**config.mk**
```make
export PLATFORM = sky130hd
export DESIGN_NAME = membus_ws
export DESIGN_NICKNAME = d
export VERILOG_FILES = /design/src/rtl/membus_pkg.sv /design/src/rtl/membus_decode.sv /design/src/rtl/membus_ws.sv
export SDC_FILE = /design/constraint.sdc
export NUM_CORES = 1
export LEC_CHECK = 0
export CORE_MARGIN = 3
export CORE_UTILIZATION = 50
export CTS_BUF_LIST = sky130_fd_sc_hd__clkbuf_8
export CTS_CLUSTER_SIZE = 24
export DETAILED_ROUTE_END_ITERATION = 10
export DONT_BUFFER_PORTS = 1
export PLACE_DENSITY = 0.65
export SETUP_SLACK_MARGIN = 0.3
export SLEW_MARGIN = 20
export SYNTH_ARGS = -nofsm -noshare
export SYNTH_HDL_FRONTEND = slang
export SYNTH_SLANG_ARGS = --single-unit
```
**constraint.sdc**
```tcl
create_clock -name clk -period 2.15 [get_ports clk]
set_input_delay 0.43 -clock clk [delete_from_list [all_inputs] [get_ports clk]]
set_output_delay 0.43 -clock clk [all_outputs]
set_load 0.02 [all_outputs]
```
**src/rtl/membus_pkg.sv**
```systemverilog
// membus_pkg: shared FSM state type and packed-vector slice helper for the membus_ws interconnect.
package membus_pkg;
  typedef enum logic [1:0] {IDLE, ACCESS, RESP} state_t;
  function automatic int win_lo(input int i, input int w);
    return i * w;
  endfunction
endpackage

```
**src/rtl/membus_decode.sv**
```systemverilog
// membus_decode: combinational address-window matcher with lowest-index priority.
//   i_addr  master address
//   o_hit   one-hot winning window (lowest matching index)
//   o_miss  no window matched
module membus_decode import membus_pkg::*; #(
  parameter int AW = 9,
  parameter int N = 4,
  parameter logic [N*AW-1:0] BASE = '0,
  parameter logic [N*AW-1:0] MASK = '0
) (
  input  logic [AW-1:0] i_addr,
  output logic [N-1:0]  o_hit,
  output logic          o_miss
);
  logic [N-1:0] w_match;
  for (genvar g = 0; g < N; g++) begin : g_win
    assign w_match[g] = ((i_addr ^ BASE[win_lo(g, AW) +: AW]) & MASK[win_lo(g, AW) +: AW]) == '0;
  end
  // x & -x isolates the lowest set bit, so overlapping windows resolve to the lowest index
  assign o_hit  = w_match & (~w_match + N'(1));
  assign o_miss = ~|w_match;
endmodule

```
**src/rtl/membus_ws.sv**
```systemverilog
// membus_ws: single-master memory-bus interconnect with wait states, bus error and timeout.
//   clk, reset                 clock, async active-high reset
//   m_req/m_write/m_addr/m_wdata  master request, held until m_ready
//   m_ready/m_err/m_rdata      one-cycle registered completion with error flag and read data
//   s_sel/s_write/s_addr/s_wdata  registered one-hot select and request copy to slaves
//   s_ready/s_rdata            per-slave completion and read data
module membus_ws import membus_pkg::*; #(
  parameter int WIDTH = 16,
  parameter int ADDR_WIDTH = 9,
  parameter int NSLAVES = 4,
  parameter logic [NSLAVES*ADDR_WIDTH-1:0] SLAVE_BASE = '0,
  parameter logic [NSLAVES*ADDR_WIDTH-1:0] SLAVE_MASK = '0,
  parameter int TIMEOUT = 15
) (
  input  logic                     clk,
  input  logic                     reset,
  input  logic                     m_req,
  input  logic                     m_write,
  input  logic [ADDR_WIDTH-1:0]    m_addr,
  input  logic [WIDTH-1:0]         m_wdata,
  output logic                     m_ready,
  output logic                     m_err,
  output logic [WIDTH-1:0]         m_rdata,
  output logic [NSLAVES-1:0]       s_sel,
  output logic                     s_write,
  output logic [ADDR_WIDTH-1:0]    s_addr,
  output logic [WIDTH-1:0]         s_wdata,
  input  logic [NSLAVES-1:0]       s_ready,
  input  logic [NSLAVES*WIDTH-1:0] s_rdata
);
  // a zero-width counter is illegal, so TIMEOUT=0 still gets one (unused) bit
  localparam int CW = (TIMEOUT == 0) ? 1 : $clog2(TIMEOUT + 1);
  localparam logic [CW-1:0] TO = CW'(TIMEOUT);
  state_t r_state, w_next;
  logic [NSLAVES-1:0] w_hit, r_sel;
  logic w_miss, w_sel_ready, w_timeout, w_err, w_accept;
  logic r_ready, r_err, r_write;
  logic [WIDTH-1:0] w_rdata, r_rdata, r_wdata;
  logic [ADDR_WIDTH-1:0] r_addr;
  logic [CW-1:0] r_cnt;
  membus_decode #(.AW(ADDR_WIDTH), .N(NSLAVES), .BASE(SLAVE_BASE), .MASK(SLAVE_MASK)) u_dec (
    .i_addr(m_addr),
    .o_hit (w_hit),
    .o_miss(w_miss)
  );
  always_comb begin
    w_rdata = '0;
    for (int i = 0; i < NSLAVES; i++) w_rdata |= r_sel[i] ? s_rdata[win_lo(i, WIDTH) +: WIDTH] : '0;
    w_sel_ready = |(r_sel & s_ready);
    w_timeout = (TIMEOUT != 0) && (r_cnt == TO);
    w_accept = (r_state == IDLE) && m_req && !w_miss;
    w_next = (r_state == IDLE)   ? (m_req ? (w_miss ? RESP : ACCESS) : IDLE) :
             (r_state == ACCESS) ? ((w_sel_ready || w_timeout) ? RESP : ACCESS) : IDLE;
    // a ready arriving in the timeout cycle still completes successfully
    w_err = (r_state == IDLE) ? w_miss : !w_sel_ready;
  end
  always_ff @(posedge clk or posedge reset) begin
    if (reset) begin
      r_state <= IDLE;
      r_ready <= 1'b0;
      r_err   <= 1'b0;
      r_rdata <= '0;
      r_sel   <= '0;
      r_write <= 1'b0;
      r_addr  <= '0;
      r_wdata <= '0;
      r_cnt   <= '0;
    end else begin
      r_state <= w_next;
      r_ready <= w_next == RESP;
      r_err   <= (w_next == RESP) && w_err;
      if (w_next == RESP) r_rdata <= (!w_err && !r_write) ? w_rdata : '0;
      if (w_accept) begin
        r_sel   <= w_hit;
        r_write <= m_write;
        r_addr  <= m_addr;
        r_wdata <= m_wdata;
        r_cnt   <= '0;
      end else if (r_state == ACCESS) begin
        if (w_next == RESP) r_sel <= '0;
        else if (r_cnt != '1) r_cnt <= r_cnt + CW'(1);
      end
    end
  end
  assign m_ready = r_ready;
  assign m_err   = r_err;
  assign m_rdata = r_rdata;
  assign s_sel   = r_sel;
  assign s_write = r_write;
  assign s_addr  = r_addr;
  assign s_wdata = r_wdata;
endmodule

```
=== Yosys cells after proc, flatten, opt, wreduce, memory -nomap -nowiden ===
Index checks and enable logic that the tools add are counted.

* Output and inout bits: 48
* Register bits: 54
* Logic and storage cells: 50
* Input port bits: 97

* Mux-type cells: 17
* Bitwise logic cells: 4
* Eq/ne operators: 5
* Add/sub/neg operators: 1
* Reduce and logical (&&, ||, !) cells: 14

{| class="wikitable"
|+ Operators by type and width
! kind !! number
|-
| 2-to-1 mux 16 bit || 5
|-
| bitwise OR 16 bit || 3
|-
| 2-to-1 mux 4 bit || 7
|-
| 2-to-1 mux 2 bit || 3
|-
| nonzero test 2 bit || 3
|-
| adder 4 x 1 -> 4 bit (second input constant) || 1
|-
| AND 4 bit || 1
|-
| == test 4 bit (second input constant) || 1
|-
| != test 4 bit (second input constant) || 1
|-
| OR reduction 4 bit || 1
|-
| logical AND 1 bit || 3
|-
| zero test 1 bit || 3
|-
| AND reduction 3 bit || 1
|-
| == test 2 x 1 -> 1 bit (second input constant) || 1
|-
| == test 2 bit (second input constant) || 1
|-
| zero test 2 bit || 1
|-
| 2-to-1 mux 1 bit || 2
|-
| != test 2 bit (second input constant) || 1
|-
| AND reduction 2 bit || 1
|-
| logical OR 1 bit || 1
|}

=== Longest topological paths before layout ===
* Depth after elaboration: 10
* Gate-level depth with buffers: 5
* Gate-level depth less buffers: 4

=== Modules after synthesis ===
Synthesis repeated with hierarchy kept, for this count alone.

* Cell total of the unflattened synthesis: 255
* Area, all modules: 2605.0 µm²

{| class="wikitable"
|+ Modules (own cells, without submodules)
! module !! cells an instance !! times used !! area each (µm²) !! sequential area each (µm²)
|-
| membus_ws || 248 || 1 || 2560.0 || 1351.3
|-
| membus_decode || 7 || 1 || 45.0 || 0.0
|}

=== Least setup slack after synthesis ===
OpenSTA, ideal clock, no wires.

* Kind: register to register
* Start: register r_cnt[0]
* End: register r_rdata[0], in the netlist m_rdata[0]
* Stages on the path, launching flop included: 6
* Path buffers: 1
* Setup slack: 0.689 ns
* Data required time: 2.055 ns
* Arrival time: 1.366 ns
* Period minus slack after synthesis: 1.461 ns
* Setup time: 0.095 ns
* Cell sequence: dfrtp_1 ha_1 a32oi_2 clkbuf_1 o21ai_0 o31ai_1

* Longest elaborated chain between the ends: 6

{| class="wikitable"
|+ RTL lines
! element !! line !! source
|-
| start, declared || membus_ws.sv:40 || <nowiki>logic [CW-1:0] r_cnt;</nowiki>
|-
| start signal, assigned || membus_ws.sv:81 || <nowiki>else if (r_cnt != '1) r_cnt <= r_cnt + CW'(1);</nowiki>
|-
| == test 4 bit || membus_ws.sv:50 || <nowiki>w_timeout = (TIMEOUT != 0) && (r_cnt == TO);</nowiki>
|-
| logical OR 1 bit || membus_ws.sv:53 || <nowiki>(r_state == ACCESS) ? ((w_sel_ready || w_timeout) ? RESP : ACCESS) : IDLE;</nowiki>
|-
| 2-to-1 mux 2 bit (2 in a row) || membus_ws.sv:53 ||
|-
| 2-to-1 mux 2 bit || membus_ws.sv:52 || <nowiki>w_next = (r_state == IDLE) ? (m_req ? (w_miss ? RESP : ACCESS) : IDLE) :</nowiki>
|-
| == test 2 bit || membus_ws.sv:72 || <nowiki>if (w_next == RESP) r_rdata <= (!w_err && !r_write) ? w_rdata : '0;</nowiki>
|-
| end signal, assigned || membus_ws.sv:72 ||
|-
| end, declared || membus_ws.sv:38 || <nowiki>logic [WIDTH-1:0] w_rdata, r_rdata, r_wdata;</nowiki>
|}

No other way between the ends.
A chain may end at the register's enable or synchronous reset.

=== Worst setup path after layout ===
* Start: register r_cnt[0]
* End: register r_rdata[4], in the netlist m_rdata[4]

Same word-level chain as after synthesis.

==> qor.yml <==
fin_nets: 268
die_x_um: 70.9
critPathKind: "flop to flop"
vias: 1274
drc: 0
setup_viol: 0
max-slew-margin-rel_pct: 51.6
hold_violations: 0
cts_buffer_depth: 2
htree_levels: 2
area_delta_synth_final_pct: 7.91
post_cts_buffers: 0
avgRoutedWirePerCell_um: 18.3
synth_area_sq_mm: 0.00210
synth_area_per_cell_sq_um: 12.6
grt_pass1_vias: 1360
vias_per_cell: 5.82
fin_crit_ps: 1650
tightestPinTransition_ps: 726
dpl_cell_area_sq_mm: 0.00214
critPathLaunch: "r_cnt[0]$_DFFE_PP0P_"
hold_class: "primary input to flop"
whs_ps: 219
yosys_warnings: 0
cap_violations: 0
power_density_mw_per_mm2: 1630
multi_input_area_sq_um: 698
ys_ff_latch: 51
ant_nets: 0
diodes: 0
dp_hpwl_um: 2940
critPathArrivalTime_ps: 1800
rows: 22
grt_use_total_pct: 16.5
worstHoldStart: "s_ready[0]"
synth_top_area_share_pct: 60.6
outcome: "complete, no violations"
clk_pin_slew_ps: 90
final_cell_area_sq_mm: 0.00227
path_max_fanout: 16
critical_path.startpoint_type: "flop"
fin_total_pwr_mw: 3.70
fin_crit_sh_pct: 76.9
clock-root-buffer: "clkbuf_8"
wl_um: 4000
ir_worst_vdd_mv: 0.740
critPathCaptureType: "flop"
ys_seq_area_share_pct: 60.6
rsz0062_at_grt: "no"
layout_commonest_cell: "dfrtp_1"
seqCellArea_sq_mm: 0.00128
clock-sinks: 51
io_pins: 145
skew_ps: 5.27
fill_cells: 324
drv_slew: 0
drt_pass1_iterations: 4
ys_top_cells_by_area: "dfrtp_1 61%, mux2_2 13%, o31ai_1 5.7%"
final_layout_size_suffix_gt1_share_pct: 24.6
drt_iter0_drc: 29
final.setup.worst_slack_ps: 498
cts_inserted_buffers: 5
synth_area_leader_cell: "dfrtp_1"
grt-ovfl-total: 0
die_h_um: 70.9
ys_types: 26
start_util_pct: 54.6
grt_pass1_wl_um: 6410
leakagePower_nw: 1.06
die_area_sq_mm: 0.00502
gp_congestion: 0.771
tns_ps: 0
clk_latency_ps: 300
core-area_sq_mm: 0.00385
port_buffers: 0
place_ws_ps: 512
syn_inst: 167
layout_common_cells: "51 x dfrtp_1, 24 x mux2_2, 18 x inv_1, 18 x o21ai_0, 16 x o31ai_1"
cts_tree: "done"
grt_antenna_before_repair: 0
r2r_start: "r_cnt[0]$_DFFE_PP0P_"
grt_max_degree: 33
fmax_mhz: 605
cp.required_ps: 2300
final cells by class:
cell class                      instances  share of cell area, %
Inverter                               19                   3.14
Tap cell                               48                   2.64
Multi-Input combinational cell         87                   30.7
Sequential cell                        51                   56.2
Timing Repair Buffer                    6                   2.09
Clock inverter                          2                   1.54
Clock buffer                            6                   3.64
cells in the mapped netlist:
library cell	number
dfrtp_1	51
mux2_2	24
inv_1	19
o21ai_0	18
o31ai_1	16
buf_4	6
buf_2	4
a21oi_1	3
nand2b_1	3
nand3_1	3
a21o_1	2
clkbuf_1	2
mux2_1	2
mux2i_1	2
a32o_2	1
a32oi_2	1
and2b_1	1
conb_1	1
ha_1	1
nand2_1	1
nor2_1	1
nor2b_1	1
nor3_1	1
nor3b_2	1
o21ai_2	1
or3_1	1
metal layers:
| metal | vias up | GRT usage (%) | part of all wire [%] | wire, um |
|---|---|---|---|---|
| li1 | 577 | - | - | - |
| met1 | 628 | 19.4 | 37 | 1500 |
| met2 | 67 | 26.7 | 53 | 2110 |
| met3 | 2 | 7.95 | 9.3 | 373 |
| met4 | 0 | 5.01 | 0.47 | 19 |
| met5 | - | 0 | 0 | 0 |
worst max-delay path, stage by stage, from the launching register on:
cell and delay, ps:
dfrtp_1 410, ha_1 250, a32o_2 310, nand2_1 170
buf_4 250, o31ai_1 110
logic make-up after synthesis:
| logic type | share of synthesized area, % |
|---|---|
| fa+ha+maj | 0.594 |
| buf+inv | 6.84 |
| compound gates | 13.1 |
| mux | 14.9 |
| other cells | 0.178 |
| simple gates | 3.75 |
| flops | 60.6 |
stage by stage:
step / instances / utilization, %
6_report: 219 / 58.9
5_1_grt: 219 / 58.9
4_1_cts: 219 / 58.9
3_5_place_dp: 210 / 55.6
3_3_place_gp: 210 / 55.6
2_1_floorplan: 169 / -
registers in the layout, indices dropped and copies added, names as in the netlist:
| register | cells |
|---|---|
| m_err | 1 |
| m_ready | 1 |
| m_rdata | 16 |
| s_sel | 1 |
| s_addr | 9 |
| s_write | 1 |
| r_state | 2 |
| s_wdata | 16 |
| r_cnt | 4 |
power breakdown:
part           switching (mW)  leakage [nW]  internal (mW)
registers               0.802         0.637           1.38
logic                   0.445         0.362          0.409
clock network           0.287        0.0612          0.376
total                    1.53          1.06           2.17
timing repair:
| item | in CTS | in global routing |
|---|---|---|
| setup endpoints to repair | 0 | 0 |
| hold buffers | 1 | 0 |
| gates resized for setup | 0 | 0 |
| endpoints found under the hold margin | 16 | 0 |
path summary, 6_finish.rpt:
kind | to | slack, ps | cells past startpoint
worst max-delay path | m_rdata[4]$_DFFE_PP0N_ | 500 | 5
worst min-delay path | m_err$_DFF_PP0_ | 220 | 1
worst max register to register | m_rdata[4]$_DFFE_PP0N_ | 500 | 5
worst min register to register | r_cnt[3]$_DFFE_PP0P_ | 550 | 1
max in group asynchronous | s_wdata[0]$_DFFE_PP0N_ | 1020 | 3
min in group asynchronous | s_wdata[13]$_DFFE_PP0N_ | 570 | 2
No activity file was read; power rests on OpenSTA's default activity.
